===== src/rtl/uart_rx_assembler_if.sv =====
// Byte-stream input and word valid/ready output bundle for uart_rx_assembler.
// The master modport is the assembler's view; slave is the surrounding logic.
interface uart_rx_assembler_if;
  logic [7:0]  rx_data;
  logic        rx_valid;
  logic        rx_error;
  logic [31:0] out_float;
  logic        out_valid;
  logic        out_ready;
  logic        overrun;
  logic        timeout;
  logic [1:0]  byte_count;

  modport master (
    input  rx_data, rx_valid, rx_error, out_ready,
    output out_float, out_valid, overrun, timeout, byte_count
  );

  modport slave (
    output rx_data, rx_valid, rx_error, out_ready,
    input  out_float, out_valid, overrun, timeout, byte_count
  );
endinterface


===== src/rtl/uart_rx_assembler.sv =====
// Reassembles LSB-first groups of four UART bytes into 32-bit words behind a
// valid/ready output register. Inter-byte timeout compiled in with UART_RX_ASSEMBLER_TIMEOUT_EN.
module uart_rx_assembler #(
  parameter int TIMEOUT_CYCLES = 100000
) (
  input  logic                 clk,
  input  logic                 reset,
  uart_rx_assembler_if.master  bus
);

  if (TIMEOUT_CYCLES < 2) begin : g_param_check
    $error("uart_rx_assembler: TIMEOUT_CYCLES must be at least 2");
  end

  logic [1:0]  byte_count;
  logic [23:0] asm_reg;
  logic [31:0] out_float_q;
  logic        out_valid_q;
  logic        overrun_q;

  logic accept;
  logic complete;
  logic load;
  logic timeout_hit;

  // An error in the same cycle discards the byte, so it never counts as accepted.
  assign accept   = bus.rx_valid && !bus.rx_error;
  assign complete = accept && (byte_count == 2'd3);
  assign load     = complete && (!out_valid_q || bus.out_ready);

`ifdef UART_RX_ASSEMBLER_TIMEOUT_EN
  localparam int GAP_W = $clog2(TIMEOUT_CYCLES + 1);
  localparam logic [GAP_W-1:0] GAP_MAX = GAP_W'(TIMEOUT_CYCLES);

  logic [GAP_W-1:0] gap_count;
  logic             timeout_q;

  // A byte (or error) in the expiry cycle takes precedence over the timeout.
  assign timeout_hit = (gap_count == GAP_MAX) && (byte_count != 2'd0) &&
                       !bus.rx_valid && !bus.rx_error;

  always_ff @(posedge clk or posedge reset) begin
    if (reset) begin
      gap_count <= '0;
      timeout_q <= 1'b0;
    end else begin
      timeout_q <= timeout_hit;
      if (accept || bus.rx_error || timeout_hit || byte_count == 2'd0)
        gap_count <= '0;
      else if (gap_count != GAP_MAX)
        gap_count <= gap_count + 1'b1;
    end
  end

  assign bus.timeout = timeout_q;
`else
  assign timeout_hit = 1'b0;
  assign bus.timeout = 1'b0;
`endif

  // NOTE: all state here uses non-blocking assignments so every register
  // samples the pre-edge values of the others, independent of statement order.
  always_ff @(posedge clk or posedge reset) begin
    if (reset) begin
      byte_count  <= 2'd0;
      // NOTE: the assembly register is cleared too, so a partial word can never
      // leak across a reset even though byte_count alone would mask it.
      asm_reg     <= 24'd0;
      out_float_q <= 32'd0;
      out_valid_q <= 1'b0;
      overrun_q   <= 1'b0;
    end else begin
      overrun_q <= complete && !load;

      if (bus.rx_error || timeout_hit) begin
        byte_count <= 2'd0;
      end else if (accept) begin
        // 3 -> 0 wrap is the word-complete case and is intended.
        byte_count <= byte_count + 2'd1;
        case (byte_count)
          2'd0:    asm_reg[7:0]   <= bus.rx_data;
          2'd1:    asm_reg[15:8]  <= bus.rx_data;
          2'd2:    asm_reg[23:16] <= bus.rx_data;
          default: ;
        endcase
      end

      if (load) begin
        out_float_q <= {bus.rx_data, asm_reg};
        out_valid_q <= 1'b1;
      end else if (out_valid_q && bus.out_ready) begin
        out_valid_q <= 1'b0;
      end
    end
  end

  assign bus.byte_count = byte_count;
  assign bus.out_float  = out_float_q;
  assign bus.out_valid  = out_valid_q;
  assign bus.overrun    = overrun_q;

endmodule


===== src/flat_wrapper.sv =====
// flat-port wrapper written by rule: the top's interface ports become plain ports
module uart_rx_assembler_flat 
#(
  parameter int TIMEOUT_CYCLES = 100000
)
  (clk, reset, bus_rx_data, bus_rx_valid, bus_rx_error, bus_out_ready, bus_out_float, bus_out_valid, bus_overrun, bus_timeout, bus_byte_count);
  uart_rx_assembler_if bus_i ();
  input  logic clk;
  input  logic reset;
  input wire logic [$bits(bus_i.rx_data)-1:0] bus_rx_data;
  input wire logic [$bits(bus_i.rx_valid)-1:0] bus_rx_valid;
  input wire logic [$bits(bus_i.rx_error)-1:0] bus_rx_error;
  input wire logic [$bits(bus_i.out_ready)-1:0] bus_out_ready;
  output wire logic [$bits(bus_i.out_float)-1:0] bus_out_float;
  output wire logic [$bits(bus_i.out_valid)-1:0] bus_out_valid;
  output wire logic [$bits(bus_i.overrun)-1:0] bus_overrun;
  output wire logic [$bits(bus_i.timeout)-1:0] bus_timeout;
  output wire logic [$bits(bus_i.byte_count)-1:0] bus_byte_count;
  assign bus_i.rx_data = bus_rx_data;
  assign bus_i.rx_valid = bus_rx_valid;
  assign bus_i.rx_error = bus_rx_error;
  assign bus_i.out_ready = bus_out_ready;
  assign bus_out_float = bus_i.out_float;
  assign bus_out_valid = bus_i.out_valid;
  assign bus_overrun = bus_i.overrun;
  assign bus_timeout = bus_i.timeout;
  assign bus_byte_count = bus_i.byte_count;
  uart_rx_assembler #(.TIMEOUT_CYCLES(TIMEOUT_CYCLES)) u_core (.clk(clk), .reset(reset), .bus(bus_i));
endmodule

===== config.mk =====
export PLATFORM = sky130hd
export DESIGN_NAME = uart_rx_assembler_flat
export DESIGN_NICKNAME = d
export VERILOG_FILES = /design/src/rtl/uart_rx_assembler_if.sv /design/src/rtl/uart_rx_assembler.sv /design/src/flat_wrapper.sv
export SDC_FILE = /design/constraint.sdc
export NUM_CORES = 1
export LEC_CHECK = 0
export CAP_MARGIN = 5
export CORE_MARGIN = 1.5
export CORE_UTILIZATION = 51
export DETAILED_ROUTE_END_ITERATION = 6
export PLACE_DENSITY = 0.79
export SLEW_MARGIN = 20
export SYNTH_ARGS = -nofsm -noshare
export SYNTH_HDL_FRONTEND = slang
export SYNTH_SLANG_ARGS = --single-unit

===== constraint.sdc =====
create_clock -name clk -period 1.89 [get_ports clk]
set_clock_uncertainty 0.05 [all_clocks]
set_input_delay 0.189 -clock clk [delete_from_list [all_inputs] [get_ports clk]]
set_output_delay 0.189 -clock clk [all_outputs]
set_load 0.005 [all_outputs]

== Word-level counts from Yosys, hierarchy flattened ==
Cells that the tools add are included.

* Bits in registers: 60
* Input port bits: 13
* Output and inout bits: 37
* Logic and storage cells: 31

* Add/subtract/negate cells: 1
* Eq/ne operators: 3
* Multiplexer cells: 4
* Bitwise gates (word level): 1
* Reduce and logical (&&, ||, !) cells: 15

{| class="wikitable"
|+ Operator list
! cell !! number
|-
| AND reduction 3 bit || 3
|-
| logical AND 1 bit || 5
|-
| == test 2 bit, second input constant || 2
|-
| two-way mux 2 bit || 2
|-
| nonzero test 2 bit || 2
|-
| zero test 1 bit || 3
|-
| adder 2 x 1 -> 2 bit, second input constant || 1
|-
| == test 2 x 1 -> 1 bit, second input constant || 1
|-
| zero test 2 bit || 1
|-
| two-way mux 1 bit || 2
|-
| logical OR 1 bit || 1
|-
| NOT 1 bit || 1
|}

== Depth between registers and ports, before layout ==
Gate-level depths: netlist (run 1).

* Depth after elaboration: 6
* Gate-level depth with buffers: 6
* Gate-level depth less buffers: 4

== Least setup slack after synthesis (run 1) ==
No wires, ideal clock.

* Path kind: reg2reg
* From: reg u_core.byte_count[0] (netlist: u_core.bus.byte_count[0])
* To: reg u_core.out_float_q[0] (netlist: u_core.bus.out_float[0])
* Library setup time: 125 ps
* Arrival time: 1374 ps
* Data required time: 1715 ps
* Setup slack: 341 ps
* Cell stages (with the launch flop): 7
* Buffers on the path: 2
* Period minus slack after synthesis: 1549 ps
* Path through: dfrtp_1 > ha_1 > nand3b_2 > nor2b_2 > buf_6 > buf_12 > mux2_4

* Cells in the longest elaborated chain, start to end: 3

{| class="wikitable"
|+ RTL lines
! what !! line !! RTL
|-
| start, declared || uart_rx_assembler.sv:15 || <nowiki>logic [1:0] byte_count;</nowiki>
|-
| start signal, assigned || uart_rx_assembler.sv:79 || <nowiki>byte_count <= byte_count + 2'd1;</nowiki>
|-
| == test 2 bit || uart_rx_assembler.sv:28 || <nowiki>assign complete = accept && (byte_count == 2'd3);</nowiki>
|-
| logical AND 1 bit || uart_rx_assembler.sv:28 ||
|-
| logical AND 1 bit || uart_rx_assembler.sv:29 || <nowiki>assign load = complete && (!out_valid_q || bus.out_ready);</nowiki>
|-
| end signal, assigned || uart_rx_assembler.sv:89 || <nowiki>out_float_q <= {bus.rx_data, asm_reg};</nowiki>
|-
| end, declared || uart_rx_assembler.sv:17 || <nowiki>logic [31:0] out_float_q;</nowiki>
|}

No other way between the ends.
A chain may end at the register's enable or synchronous reset.

== Worst setup path in the final report (run 1) ==
* From: reg u_core.byte_count[0] (netlist: u_core.bus.byte_count[0])
* To: reg u_core.out_float_q[22] (netlist: u_core.bus.out_float[22])

The elaborated chain is that of the path after synthesis.

==> results of run 1 <==
## layout make-up
type / instances / area (um2)
clock inverters: 3 / 15.01
clock buffers: 12 / 135.1
flip-flops and latches: 60 / 1501
inverters: 3 / 11.26
repair buffers: 52 / 523.0
fillers: 345 / 1541
well taps: 54 / 67.56
multi-input cells: 74 / 897.1
## cells in the final DEF (no fill, tap or decap)
master,Yosys,final
sky130_fd_sc_hd__dfrtp_1,60,60
sky130_fd_sc_hd__clkdlybuf4s50_1,0,48
sky130_fd_sc_hd__mux2_4,30,30
sky130_fd_sc_hd__mux2_2,26,26
sky130_fd_sc_hd__clkbuf_8,0,9
sky130_fd_sc_hd__ha_1,4,4
sky130_fd_sc_hd__nor2_1,3,3
sky130_fd_sc_hd__nand2_2,3,3
sky130_fd_sc_hd__clkinv_2,0,3
sky130_fd_sc_hd__clkbuf_1,0,3
sky130_fd_sc_hd__buf_4,1,3
sky130_fd_sc_hd__inv_1,3,2
sky130_fd_sc_hd__nand3b_2,1,1
sky130_fd_sc_hd__nand2b_4,1,1
sky130_fd_sc_hd__nor2b_4,0,1
sky130_fd_sc_hd__xnor2_1,1,1
sky130_fd_sc_hd__and2b_2,1,1
sky130_fd_sc_hd__inv_2,0,1
sky130_fd_sc_hd__nand2_1,1,1
sky130_fd_sc_hd__mux2i_1,1,1
sky130_fd_sc_hd__conb_1,1,1
sky130_fd_sc_hd__buf_12,3,1
## metal layers
metal  GRT usage  wire [um]  vias to the layer above
met2      0.2752       2004                       43
met3     0.04558        204                        9
met5           0          0                        -
met1      0.2433       2018                      670
li1            -          -                      603
met4      0.1006         82                        0
## cells by family (layout without fill, tap and decap cells)
logic type / count (synthesis) / after routing
DFF: 60 / 60
muxes: 57 / 57
adders and majority gates: 4 / 4
xor gates and xnor gates: 1 / 1
other: 1 / 1
buffers and inverters: 8 / 70
and+or+nand+nor: 11 / 11
## worst min-delay path, delay by kind of cell
kind                   cells  cell delay [ns]
buffers and inverters      3             0.77
## worst min path at each step
| stage | start | to | slack, ns | cells past startpoint |
|---|---|---|---|---|
| floorplan | bus_rx_error | u_core.bus.byte_count[0]$_DFFE_PP0P_ | 0.21 | 1 |
| global placement | u_core.asm_reg[1]$_DFFE_PP0P_ | u_core.bus.out_float[1]$_DFFE_PP0P_ | 0.43 | 1 |
| detailed placement | u_core.asm_reg[3]$_DFFE_PP0P_ | u_core.bus.out_float[3]$_DFFE_PP0P_ | 0.44 | 1 |
| CTS | reset | u_core.asm_reg[15]$_DFFE_PP0P_ | 0.20 | 3 |
| global route | reset | u_core.bus.out_float[3]$_DFFE_PP0P_ | 0.24 | 3 |
| finish | reset | u_core.bus.out_float[3]$_DFFE_PP0P_ | 0.19 | 3 |
## synth_stat cells (all sizes together)
cell / number / share of area
and2b: 1 / 0.0035
buf: 5 / 0.032
conb: 1 / 0.0015
dfrtp: 60 / 0.60
ha: 4 / 0.020
inv: 3 / 0.0045
mux2: 56 / 0.30
mux2i: 1 / 0.0040
nand2: 4 / 0.0091
nand2b: 1 / 0.0055
nand3b: 1 / 0.0045
nor2: 3 / 0.0045
nor2b: 1 / 0.0035
xnor2: 1 / 0.0035
## where the power goes
group | switching [W] | internal (W) | total (W)
logic | 0.000203 | 0.000550 | 0.000754
clock network | 0.000449 | 0.000462 | 0.000912
registers | 0.000178 | 0.00159 | 0.00177
total | 0.000831 | 0.00260 | 0.00343
## through the flow
step,instance area [um2],total power (W)
2_1_floorplan,2484,0.002138
3_3_place_gp,3000,0.002494
3_5_place_dp,3000,0.002543
4_1_cts,3151,0.003465
5_1_grt,3151,0.003601
6_report,3151,0.003431
==> run_results.csv, run 1 <==
group,metric,value,unit
floorplan,fp.dieArea,0.005298,mm2
detailed_routing,via_per_inst,5.136,
worst_setup_path,crit_path_start_kind,"flop",
clocking,cts_hold_buffers,0,
timing,maxSlewViolCount,0,
clocking,cts_htree_levels,3,
global_route,grt_pass1_wl,7058,um
clocking,cts.clk_slew.worst_paths,0.07,ns
worst_setup_path,timing.critical_path.depth,5,
synth,xor_xnor_share_of_the_synthesized_area,0.003526,
flow_run,cap_violations,0,
timing,final-setup-viol-count,0,
clocking,cts_tree,"done",
power_and_ir_drop,ir_worst_vdd,0.6448,mV
place,numPortBuffers,48,
place,dpl_worst_slack,0.03864,ns
timing,hold-worst-slack,0.1905,ns
worst_setup_path,cpLargestDelayFamily,"flip-flops",
worst_setup_path,critPathKind,"reg2reg",
place,finalWeightedCongestion,0.7468,
clocking,cts-root-buf,"sky130_fd_sc_hd__clkbuf_8",
timing,grt_setup_unrepaired,"false",
clocking,cts.repair_timing.setup_buffer_count,0,
place,place_inst,243,
worst_setup_path,cp_data_arrival_time,1.82,ns
global_route,first_global_vias,1464,
outcome,outcome,"completed",
synth,post_synthesis_adder_cell_area_fraction,0.02015,
place,dpl.hpwl,2887,um
floorplan,fp.dieH,72.79,um
final_layout,fraction_of_final_layout_cells_sized_beyond_drive_strength_1,0.3922,
synth,largest_family_of_logic_cells_by_synthesized_area,"multiplexers",
floorplan,initial_util,0.5293,
clocking,cts_max_path_buffers,2,
synth,synth_mux_area_frac,0.3033,
detailed_routing,ant_nets,0,
synth,netlist_instances,142,
worst_setup_path,worst_ep_required_time,2.05,ns
worst_setup_path,critPathLaunch,"u_core.bus.byte_count[0]$_DFFE_PP0P_",
synth,synth-compound-area-share,0,
final_layout,flip_flop_count_of_the_largest_register_all_copies_and_words_added,32,
worst_setup_path,timing.critical_path.slowest_cell_delay,0.43,ns
global_route,antenna_found_initial,0,
final_layout,post-route-util,0.6715,
timing,final-hold-violation-count,0,
detailed_routing,wirelength,4311,um
final_layout,stdcell_count,258,
clocking,cts_resized,0,
final_layout,n_antenna_cell,0,
detailed_routing,drt_drc,0,
worst_setup_path,reg2regPathDepth,5,
worst_setup_path,worst-r2r-setup-slack,0.22,ns
worst_setup_path,crit_path_max_fanout,10,
clocking,cts_sinks,60,
timing,fmax,0.5996,GHz
floorplan,io_pins,50,
timing,tns,0,ns
synth,seq_area_frac_synth,0.6045,
worst_setup_path,setup.worst_path.end,"u_core.bus.out_float[22]$_DFFE_PP0P_",
synth,synth.ff_latch_count,60,
detailed_routing,routed-via-count,1325,
final_layout,areaGrowthSynthToFinish,26.85,%
clocking,worst_skew_pair.late_latency,0.33,ns
floorplan,die_wd,72.79,um
power_and_ir_drop,p_leak,1.465,nW
floorplan,design.core.area,0.004692,mm2
worst_setup_path,critPathSlowestCell,"sky130_fd_sc_hd__dfrtp_1",
detailed_routing,drt-wirelength-per-cell,16.71,um
detailed_routing,router_iterations_before_antenna_repair,4,
timing,min_period,1.668,ns
global_route,grt_overflow_total,0,
synth,syn-num-nets,159,
final_layout,final_net_count,217,
synth,ys.warnings.count,0,
power_and_ir_drop,powerDensity,1089,mW/mm2
worst_setup_path,timing.rr.end,"u_core.bus.out_float[22]$_DFFE_PP0P_",
global_route,pin_count_of_the_biggest_net_entering_global_routing,61,
global_route,grt_use_total,0.1826,
synth,synth.avg_cell_area,17.49,um2
timing,post-route-period-util,0.8825,
worst_setup_path,critical_path.cell_chain,"ha_1 -> nand3b_2 -> nor2b_4 -> buf_4 -> mux2_2",
worst_setup_path,sort_of_element_at_the_end_of_the_critical_path,"flop",
synth,synth_simple_gate_area_share,0.03073,
worst_hold_path,worstHoldPathType,"in2async",
floorplan,rows,25,
timing,setup_ws,0.2222,ns
synth,syn-cell-area,0.002484,mm2
clocking,cts_made_buffers,9,
worst_setup_path,critical_path.reg2reg.startpoint,"u_core.bus.byte_count[0]$_DFFE_PP0P_",
synth,synthDistinctLibCells,18,
detailed_routing,drtIter0Drc,66,
worst_setup_path,timing.critical_path.buf_inv,1,
Power figures use the tool's default switching activity.
==> run 2: changes to the inputs <==
==> constraint.sdc (replaced) <==
create_clock -name clk -period 1.75 [get_ports clk]
set_clock_uncertainty 0.05 [all_clocks]
set_input_delay 0.175 -clock clk [delete_from_list [all_inputs] [get_ports clk]]
set_output_delay 0.175 -clock clk [all_outputs]
set_load 0.005 [all_outputs]
==> run_results.csv, run 2 (synthesized netlist as in run 1, its figures left out) <==
group,metric,value,unit
outcome,outcome,"completed",
global_route,antenna_found_initial,0,
place,dpl.hpwl,3067,um
final_layout,flip_flop_count_of_the_largest_register_all_copies_and_words_added,32,
clocking,cts_htree_levels,3,
final_layout,n_antenna_cell,0,
flow_run,cap_violations,0,
worst_setup_path,critical_path.reg2reg.startpoint,"u_core.bus.byte_count[1]$_DFFE_PP0P_",
floorplan,die_wd,72.79,um
worst_setup_path,crit_path_start_kind,"flop",
worst_setup_path,worst_ep_required_time,1.91,ns
global_route,grt_use_total,0.1983,
timing,final-hold-violation-count,0,
detailed_routing,via_per_inst,5.095,
clocking,cts_resized,0,
clocking,worst_skew_pair.late_latency,0.33,ns
worst_setup_path,timing.rr.end,"u_core.bus.out_float[26]$_DFFE_PP0P_",
worst_hold_path,worstHoldPathType,"in2async",
clocking,cts-root-buf,"sky130_fd_sc_hd__clkbuf_8",
power_and_ir_drop,total_power,0.004278,W
place,numPortBuffers,48,
power_and_ir_drop,powerDensity,1299,mW/mm2
timing,post-route-period-util,0.9353,
worst_setup_path,sort_of_element_at_the_end_of_the_critical_path,"flop",
power_and_ir_drop,ir_worst_vdd,0.6695,mV
detailed_routing,wirelength,4432,um
detailed_routing,ant_nets,0,
detailed_routing,drtIter0Drc,47,
worst_setup_path,cp_data_arrival_time,1.80,ns
clocking,cts.clk_slew.worst_paths,0.07,ns
timing,setup_ws,0.1132,ns
clocking,cts_tree,"done",
final_layout,areaGrowthSynthToFinish,32.64,%
timing,maxSlewViolCount,0,
power_and_ir_drop,p_leak,1.534,nW
clocking,cts_max_path_buffers,2,
timing,hold-worst-slack,0.1239,ns
detailed_routing,drt_drc,0,
detailed_routing,drt-wirelength-per-cell,16.85,um
worst_setup_path,crit_path_max_fanout,12,
global_route,first_global_vias,1526,
clocking,cts_sinks,60,
final_layout,final_common_cell,"sky130_fd_sc_hd__dfrtp_1",
global_route,grt_overflow_total,0,
final_layout,fraction_of_final_layout_cells_sized_beyond_drive_strength_1,0.4211,
worst_setup_path,reg2regPathDepth,5,
timing,final-setup-viol-count,0,
timing,fmax,0.6110,GHz
floorplan,rows,25,
timing,grt_setup_unrepaired,"false",
detailed_routing,router_iterations_before_antenna_repair,4,
detailed_routing,routed-via-count,1340,
worst_setup_path,worst-r2r-setup-slack,0.11,ns
worst_setup_path,critPathKind,"reg2reg",
final_layout,final_cell_mix,"sky130_fd_sc_hd__dfrtp_1, sky130_fd_sc_hd__clkdlybuf4s50_1, sky130_fd_sc_hd__mux2_4",
final_layout,fillers,312,
floorplan,initial_util,0.5293,
global_route,pin_count_of_the_biggest_net_entering_global_routing,25,
floorplan,fp.dieH,72.79,um
floorplan,io_pins,50,
clocking,cts.repair_timing.setup_buffer_count,0,
clocking,cts_made_buffers,9,
floorplan,fp.dieArea,0.005298,mm2
place,place_inst,247,
final_layout,stdcell_count,263,
final_layout,final_net_count,221,
timing,min_period,1.637,ns
clocking,cts_hold_buffers,0,
global_route,grt_pass1_wl,7569,um
floorplan,design.core.area,0.004692,mm2
place,finalWeightedCongestion,0.7623,
place,dpl_worst_slack,-0.06211,ns
==> run 2: metal layers <==
layer  share of wire  global-route usage  up-vias
met2            0.49              0.3089       39
met1            0.44              0.2544      685
met5               0                   0        -
met4           0.017             0.09434        0
li1                -                   -      608
met3           0.048             0.06077        8
==> run 2: cell type report <==
type / count / area [um2] / area share
Multi-Input combinational cell: 74 / 897.1 / 0.2723
Tap cell: 54 / 67.56 / 0.02051
Sequential cell: 60 / 1503 / 0.4561
Timing Repair Buffer: 56 / 565.5 / 0.1717
Inverter: 3 / 11.26 / 0.003418
Clock inverter: 4 / 95.09 / 0.02886
Clock buffer: 12 / 155.1 / 0.04709
==> run 2: per-stage QoR <==
stage / util / setup TNS (ns) / cell area (um2)
final: 0.7021 / 0 / 3294
after global placement: 0.6485 / 0 / 3043
after detailed placement: 0.6485 / -1.179 / 3043
after floorplan: - / 0 / 2484
after CTS: 0.7019 / 0 / 3293
after global routing: 0.7021 / 0 / 3294
==> run 2: worst max path at each step <==
stage	end	cells after the start	from
after floorplan	u_core.asm_reg[0]$_DFFE_PP0P_	1	reset
after global placement	u_core.bus.out_float[23]$_DFFE_PP0P_	5	bus_rx_error
after detailed placement	u_core.bus.out_float[25]$_DFFE_PP0P_	5	bus_rx_error
after CTS	u_core.bus.out_float[22]$_DFFE_PP0P_	5	u_core.bus.byte_count[0]$_DFFE_PP0P_
after global routing	u_core.bus.out_float[23]$_DFFE_PP0P_	5	u_core.bus.byte_count[1]$_DFFE_PP0P_
final	u_core.bus.out_float[26]$_DFFE_PP0P_	5	u_core.bus.byte_count[1]$_DFFE_PP0P_
==> run 2: power breakdown <==
group,internal [W],leakage (nW),total (W),switching [W]
sequential,0.00171,0.779,0.00191,0.000192
combinational,0.000602,0.628,0.000824,0.000222
clock,0.00102,0.127,0.00155,0.000526
==> run 2: critical path: stages, from the launching register on <==
cell	delay [ns]
sky130_fd_sc_hd__dfrtp_1	0.42
sky130_fd_sc_hd__ha_1	0.20
sky130_fd_sc_hd__nand3b_2	0.12
sky130_fd_sc_hd__nor2b_4	0.15
sky130_fd_sc_hd__buf_4	0.26
sky130_fd_sc_hd__mux2_4	0.33
==> run 3: changes to the inputs <==
--- a/config.mk
+++ b/config.mk
@@ -10,6 +10,7 @@
 export CORE_UTILIZATION = 51
 export DETAILED_ROUTE_END_ITERATION = 6
 export PLACE_DENSITY = 0.79
+export SKIP_CTS_REPAIR_TIMING = 1
 export SLEW_MARGIN = 20
 export SYNTH_ARGS = -nofsm -noshare
 export SYNTH_HDL_FRONTEND = slang
==> results of run 3 <==
Final layout, timing and power as in run 2 (identical DEF).
